$ cat config.mk
export PLATFORM = sky130hd
export DESIGN_NAME = snake_logic
export DESIGN_NICKNAME = d
export VERILOG_FILES = /design/src/rtl/snake_logic.sv
export SDC_FILE = /design/constraint.sdc
export NUM_CORES = 1
export LEC_CHECK = 0
export ABC_AREA = 1
export CORE_MARGIN = 4
export CORE_UTILIZATION = 60
export DETAILED_ROUTE_END_ITERATION = 6
export PLACE_DENSITY = 0.78
export SYNTH_ARGS = -nofsm -noshare
export SYNTH_HDL_FRONTEND = slang
export SYNTH_SLANG_ARGS = --single-unit
export TNS_END_PERCENT = 100
$ cat constraint.sdc
create_clock -name clka -period 8.6 [get_ports clka]
set_input_delay 0.86 -clock clka [delete_from_list [all_inputs] [get_ports clka]]
set_output_delay 0.86 -clock clka [all_outputs]
set_load 0.01 [all_outputs]
$ cat src/rtl/snake_logic.sv
// snake_logic: snake game datapath - movement, body collision, growth, food placement and LED image
module snake_logic #(
  parameter int INIT_FOOD      = 30,
  parameter int MAX_FOOD_TRIES = 8
) (
  input  logic        clka,
  input  logic        restart,
  input  logic [1:0]  to_logic,
  input  logic [1:0]  direction_state,
  input  logic [5:0]  rand_data,
  input  logic        rand_valid,
  output logic        rand_req,
  output logic [1:0]  from_logic,
  output logic [63:0] led_array_flat
);
  typedef enum logic [2:0] {IDLE, CHECK, COMMIT, FOOD_REQ, FOOD_SCAN} state_t;
  localparam logic [7:0]  max_tries = 8'(MAX_FOOD_TRIES);
  localparam logic [5:0]  init_food = 6'(INIT_FOOD);
  localparam logic [63:0] init_occ  = 64'h0000_0000_0E00_0000;
  state_t      state, state_n;
  logic [5:0]  body [64];
  logic [5:0]  head_ptr, head_ptr_n, head, head_n, food, food_n, nxt, nxt_n;
  logic [5:0]  cursor, cursor_n, tail, mv;
  logic [6:0]  length, length_n;
  logic [63:0] occ, occ_n, led_n;
  logic [7:0]  tries, tries_n;
  logic        food_valid, fv_n, blink, blink_n, game_over, go_n, done, done_n, pend, pend_n;
  logic        eat, eat_n, req_n, tick_q, tick_edge, mv_eat, hit, wr;
  assign tail       = body[head_ptr - 6'(length - 7'd1)];
  assign tick_edge  = to_logic[0] & ~tick_q;
  assign from_logic = {game_over, done};
  assign mv = direction_state == 2'd0 ? {head[5:3] + 3'd1, head[2:0]} :
              direction_state == 2'd1 ? {head[5:3] - 3'd1, head[2:0]} :
              direction_state == 2'd2 ? {head[5:3], head[2:0] - 3'd1} :
                                        {head[5:3], head[2:0] + 3'd1};
  assign mv_eat = food_valid && mv == food;
  // The tail cell vacates on the same commit, so stepping into it is legal unless the snake grows
  assign hit    = occ[mv] && !(mv == tail && !mv_eat);
  always_comb begin
    state_n    = state;
    head_ptr_n = head_ptr;
    head_n     = head;
    food_n     = food;
    fv_n       = food_valid;
    nxt_n      = nxt;
    eat_n      = eat;
    cursor_n   = cursor;
    length_n   = length;
    occ_n      = occ;
    tries_n    = tries;
    blink_n    = blink;
    go_n       = game_over;
    done_n     = done;
    pend_n     = 1'b0;
    req_n      = rand_req;
    wr         = 1'b0;
    case (state)
      IDLE: begin
        done_n = done | pend;
        if (tick_edge) begin
          done_n = 1'b0;
          if (game_over || to_logic[1]) begin
            blink_n = ~blink;
            pend_n  = 1'b1;
          end else state_n = CHECK;
        end
      end
      CHECK: begin
        nxt_n = mv;
        eat_n = mv_eat;
        if (hit) begin
          go_n    = 1'b1;
          done_n  = 1'b1;
          state_n = IDLE;
        end else state_n = COMMIT;
      end
      COMMIT: begin
        wr         = 1'b1;
        head_ptr_n = head_ptr + 6'd1;
        head_n     = nxt;
        occ_n      = (occ & ~(eat ? 64'd0 : 64'd1 << tail)) | (64'd1 << nxt);
        if (!eat) begin
          done_n  = 1'b1;
          state_n = IDLE;
        end else begin
          length_n = length + 7'd1;
          fv_n     = 1'b0;
          tries_n  = 8'd0;
          if (length == 7'd63) begin
            go_n    = 1'b1;
            done_n  = 1'b1;
            state_n = IDLE;
          end else begin
            req_n   = 1'b1;
            state_n = FOOD_REQ;
          end
        end
      end
      FOOD_REQ: begin
        if (!rand_req) req_n = 1'b1;
        else if (rand_valid) begin
          tries_n = tries + 8'd1;
          req_n   = 1'b0;
          if (!occ[rand_data]) begin
            food_n  = rand_data;
            fv_n    = 1'b1;
            done_n  = 1'b1;
            state_n = IDLE;
          end else if (tries + 8'd1 >= max_tries) begin
            cursor_n = rand_data + 6'd1;
            state_n  = FOOD_SCAN;
          end
        end
      end
      FOOD_SCAN: begin
        if (!occ[cursor]) begin
          food_n  = cursor;
          fv_n    = 1'b1;
          done_n  = 1'b1;
          state_n = IDLE;
        end else cursor_n = cursor + 6'd1;
      end
      default: state_n = IDLE;
    endcase
    led_n = (occ_n | (fv_n ? 64'd1 << food_n : 64'd0)) ^ (blink_n ? 64'd1 << head_n : 64'd0);
  end
  always_ff @(posedge clka or posedge restart) begin
    if (restart) begin
      state          <= IDLE;
      body[0]        <= 6'd25;
      body[1]        <= 6'd26;
      body[2]        <= 6'd27;
      head_ptr       <= 6'd2;
      head           <= 6'd27;
      length         <= 7'd3;
      occ            <= init_occ;
      food           <= init_food;
      food_valid     <= 1'b1;
      nxt            <= 6'd0;
      eat            <= 1'b0;
      cursor         <= 6'd0;
      tries          <= 8'd0;
      blink          <= 1'b0;
      game_over      <= 1'b0;
      done           <= 1'b0;
      pend           <= 1'b0;
      rand_req       <= 1'b0;
      tick_q         <= 1'b0;
      led_array_flat <= init_occ | (64'd1 << init_food);
    end else begin
      state          <= state_n;
      head_ptr       <= head_ptr_n;
      head           <= head_n;
      length         <= length_n;
      occ            <= occ_n;
      food           <= food_n;
      food_valid     <= fv_n;
      nxt            <= nxt_n;
      eat            <= eat_n;
      cursor         <= cursor_n;
      tries          <= tries_n;
      blink          <= blink_n;
      game_over      <= go_n;
      done           <= done_n;
      pend           <= pend_n;
      rand_req       <= req_n;
      tick_q         <= to_logic[0];
      led_array_flat <= led_n;
      if (wr) body[head_ptr + 6'd1] <= nxt;
    end
  end
endmodule
**After elaboration in Yosys (flattened, before gate mapping)**

Cells that the tools add are included.

- Register bits after elaboration: 568
- Latch bits: 0
- Memory bits (writable): 0
- Memory bits (read-only): 0
- Bits of input ports: 13
- Output and inout port bits: 67
- Memories kept: 0

- Add/subtract/negate cells: 11
- Multiply operators: 0
- Divide/modulo/power cells: 0
- $lt $le $gt $ge: 7
- Eq/ne operators: 24
- Shift operators: 4
- Multiplexer cells: 75
- Bitwise gates (word level): 12
- Reductions and logical operators: 21

Operators with widths:

| operator | count |
|---|---|
| bitwise mux 384 bit | 1 |
| two-way mux 64 bit | 4 |
| left shift 1 x 6 -> 64 bit, first input constant | 4 |
| bitwise OR 64 bit | 2 |
| two-way mux 6 bit | 15 |
| AND 64 bit | 1 |
| NOT 64 bit | 1 |
| bitwise XOR 64 bit | 1 |
| binary-select mux 6 bit (select 6 bit) | 1 |
| demux 6 bit (select 6 bit) | 1 |
| two-way mux 1 bit | 28 |
| inequality test 2 bit, second input constant | 13 |
| two-way mux 3 bit | 8 |
| two-way mux 8 bit | 3 |
| one-hot mux 6 bit (2 select lines) | 2 |
| less-than comparator 6 x 7 -> 1 bit, second input constant | 3 |
| adder 6 x 1 -> 6 bit, second input constant | 3 |
| binary-select mux 1 bit (select 6 bit) | 3 |
| one-hot mux 8 bit (2 select lines) | 1 |
| one-hot mux 3 bit (5 select lines) | 1 |
| >= comparator 7 bit, second input constant | 2 |
| NOT 6 -> 7 bit | 2 |
| == test 6 bit | 2 |
| AND reduction 6 bit | 2 |
| other kinds (33) | 50 |

**Depth between registers and ports, before layout**

- Word-level depth: 14
- Gate-level depth with buffers: 24
- Depth with buffers taken out: 22

**Least setup slack after synthesis**

OpenSTA, ideal clock, no wires.

- Kind: input-to-reg
- Start: in restart
- End: reg body[132] in the netlist's numbering (enable)
- Arrival: 6.365 ns
- Data required time: 8.239 ns
- Slack: 1.874 ns
- Cell stages on the path: 3
- Buffers on the path: 0
- Cell sequence: inv_1 > nand2_1 > nor2_1

- Cells in the longest elaborated chain, start to end: 2

Ends and longest elaborated chain:

| what | RTL line | source |
|---|---|---|
| start: declaration | 7 | `input logic restart,` |
| NOT 1 bit (no source line) | -- |  |
| AND reduction 2 bit (no source line) | -- |  |
| end signal: indexed assignment | 169 | `if (wr) body[head_ptr + 6'd1] <= nxt;` |
| end: declaration | 21 | `logic [5:0] body [64];` |

Every way passes these cells.
A chain may end at the register's enable or synchronous reset.

**Worst setup path after layout**

- Start: reg head_ptr[1]
- End: reg led_array_flat[50]

- Cells in the longest elaborated chain, start to end: 13

Ends and longest elaborated chain:

| what | RTL line | source |
|---|---|---|
| start: declaration | 22 | `logic [5:0] head_ptr, head_ptr_n, head, head_n, food, food_n, nxt, nxt_n;` |
| start signal: assignment | 152 | `head_ptr <= head_ptr_n;` |
| subtractor 6 bit | 29 | `assign tail = body[head_ptr - 6'(length - 7'd1)];` |
| NOT 6 -> 7 bit (implied by the code) | 29 |  |
| binary-select mux 6 bit (select 6 bit) | 29 |  |
| two-way mux 6 bit (implied by the code) (2 in series) | 29 |  |
| left shift 1 x 6 -> 64 bit | 81 | `occ_n = (occ & ~(eat ? 64'd0 : 64'd1 << tail)) \| (64'd1 << nxt);` |
| two-way mux 64 bit | 81 |  |
| NOT 64 bit | 81 |  |
| AND 64 bit | 81 |  |
| bitwise OR 64 bit | 81 |  |
| two-way mux 64 bit | 57 | `case (state)` |
| bitwise OR 64 bit | 125 | `led_n = (occ_n \| (fv_n ? 64'd1 << food_n : 64'd0)) ^ (blink_n ? 64'd1 << head_n : 64'd0);` |
| bitwise XOR 64 bit | 125 |  |
| via led_n[50] | 25 | `logic [63:0] occ, occ_n, led_n;` |
| end signal: assignment | 149 | `led_array_flat <= init_occ \| (64'd1 << init_food);` |
| end signal: assignment | 168 | `led_array_flat <= led_n;` |
| end: declaration | 14 | `output logic [63:0] led_array_flat` |

The timed path passes the listed nets, and every way through them passes these cells. The select of a mux whose other input is x is not followed.

==> metrics.txt <==
crit path launch type flop; Core ar. 46950 µm²; CP delay by family, top buffers and inverters; Tmin final 5.814 ns; Synth cell types 51; Max-slew headroom 0.1774; CP Capture Type flop; grt total ovfl 0; Mapped Cells 3276; leading area contributor after synthesis edfxtp_1; ranking of synthesized cells by area edfxtp_1 (38%), dfrtp_1 (15%), nand2_1 (9.1%), nand3_1 (7.2%), nor2_1 (6.9%); Max Freq 0.1720 GHz; CTS Buffer Depth 3; Die H 227.0 µm; failing checks design-rule violations; setup TNS 0 ns; Hold WC Path Type flop to flop; global-route wire length before repair 135700 µm; Max-cap violations 0; Port Buffer Count 79; most frequent cells in the layout nand2_1 (695), nor2_1 (528), nand3_1 (414), edfxtp_1 (366), inv_1 (270); total CTS buffers 58; nets@finish 3305; EDFF count, synth 366; Area Growth Syn to Fin 10.13%; required time of the worst setup path 9.12 ns; GRT Util Overall 0.3426; outcome finished with violations; synth warn 0; worst-path maximum fanout 49; register area share after synthesis 0.5588; CTS Sinks 568; critical path's slowest cell inv_1; WL/cell 22.80 µm; flops & latches, synth 568; worst-path cell chain inv_1 > ha_1 > inv_1 > ha_4 > inv_1 > fa_2 > buf_4 > inv_1 > buf_4 > nand3_1 > nand3_1 > nand3_1 > nand3_1 > nand2_1 > buf_4 > inv_1 > nand4_1 > a21oi_1 > nand2_1 > nand2_1 > nand2_1; most frequent cell on the critical path inv_1; H-tree levels 2; Die Wd 227.0 µm; Non-Filler Instances 3926; top-area cell type share of the netlist area 0.3819; initial DRC count 3473; CTS resizes 0; final worst-path cycle share 0.6760; Post-CTS Setup Bufs 0; vias in the first global route 23.17k; Post-DP HPWL 58460 µm; Pre-Repair DR Iteration Count 7; Final Max Tran Viols 0; Worst-Margin Slew 1.233 ns; CP max stage delay 0.70 ns; CP Class flop to flop; RSZ-0062 raised after global routing false; Hold Slack 0.4937 ns; Antenna Nets Post-Route 0; placed insts 3821; Bufs and invs on worst path 8; Async SR Flop Fraction 0.3556; Clock Skews 0.04918 ns; Via density 6.274; Ports 80; cell area after synthesis 28780 µm²; antenna cells 0; share of cells above drive strength 1 0.08135; final routed DRC violation total 16; Net Count, Synth 3307; Synth Flop Type edfxtp_1; CTS tree built; initial antenna violation count 1; Post-Route WL 89500 µm; Hold Violations, Final 0; CTS root buf clkbuf_16; CTS clk-pin slew, worst paths 0.06 ns; syn avg cell area 8.786 µm²; Post-CTS Hold Fix Bufs 0; final setup fails 0; R2R setup slack 2.79 ns; Final Util 0.6751; Die Area 51540 µm²; commonest non-fill, non-tap cell in the layout nand2_1; routability congestion estimate 1.006; Initial Util 0.6130; Clock Latency Late Sink 0.64 ns; num rows 79; pin count of the biggest net entering global routing 129; CP arrival 6.34 ns; vias 24.63k
-- path summary, 6_finish.rpt --
path | start | end | depth (start not counted)
min | length[1] | length[1] | 2
max reg2reg | head_ptr[1] | led_array_flat[50] | 21
max | head_ptr[1] | led_array_flat[50] | 21
max in group asynchronous | restart | occ[21] | 3
min in group asynchronous | restart | tries[5] | 2
min reg2reg | length[1] | length[1] | 2
-- worst register-to-register path: stages (launching register included) --
cell     delay (ns)
dfstp_2        0.55
inv_1          0.06
ha_1           0.28
inv_1          0.09
ha_4           0.13
inv_1          0.05
fa_2           0.45
buf_4          0.34
inv_1          0.72
buf_4          0.43
nand3_1        0.15
nand3_1        0.09
nand3_1        0.16
nand3_1        0.16
nand2_1        0.06
buf_4          0.23
inv_1          0.69
nand4_1        0.19
a21oi_1        0.56
nand2_1        0.15
nand2_1        0.10
nand2_1        0.05
-- per-layer routing --
layer / vias up / track usage / wire, µm
li1: 10992 / - / -
met1: 11791 / 0.5032 / 36140
met2: 1614 / 0.4906 / 37960
met3: 233 / 0.1065 / 12280
met4: 0 / 0.1154 / 3118
met5: - / 0 / 0
-- logic make-up (layout without fill, tap and decap cells) --
logic type | count (synthesis) | in the layout | synth area share
AOI/OAI and AO/OA | 403 | 403 | 0.08399
xor gates and xnor gates | 31 | 31 | 0.01048
adders and majority gates | 18 | 18 | 0.008347
buffers and inverters | 454 | 497 | 0.06860
DFF | 568 | 568 | 0.5588
muxes | 4 | 4 | 0.001391
and+or+nand+nor | 1798 | 1798 | 0.2684
-- final cells by class --
type | count | area, µm²
clock buffers | 73 | 1558
clock inverters | 32 | 445.4
fillers | 3722 | 15250
inverters | 286 | 1089
multi-input cells | 2254 | 10760
flip-flops and latches | 568 | 16090
well taps | 607 | 759.5
repair buffers | 106 | 993.5
-- sequential cells by signal, indices dropped and copies added, names as in the netlist, 3 cells and up --
signal / cells
body: 384
led_array_flat: 64
tries: 8
food: 6
nxt: 6
state: 3
head_ptr: 6
head: 6
occ: 64
cursor: 6
length: 7
-- Yosys cell counts (8+ instances only) --
cell,n
a21oi_1,37
edfxtp_1,366
nand2_1,695
clkbuf_1,47
buf_4,35
dfstp_2,29
nor2_2,34
xor2_1,22
nor3_1,19
ha_1,16
nand4_1,79
o211ai_1,72
nor2_1,528
o21ai_0,180
nand3_1,414
o21a_1,8
dfrtp_1,173
o22ai_1,19
buf_2,76
inv_2,11
o21ai_1,40
inv_1,271
a21oi_2,35
-- per-stage QoR --
| step | cell area (µm²) | setup slack [ns] |
|---|---|---|
| 6_report | 31700 | 2.786 |
| 5_1_grt | 31700 | 2.571 |
| 4_1_cts | 31700 | 2.956 |
| 3_5_place_dp | 29690 | 2.979 |
| 3_3_place_gp | 29690 | 3.190 |
| 2_1_floorplan | 28780 | 1.874 |
Power is not shown: default switching activity piles up to over one toggle a cycle in this logic, so the estimate is an artifact.
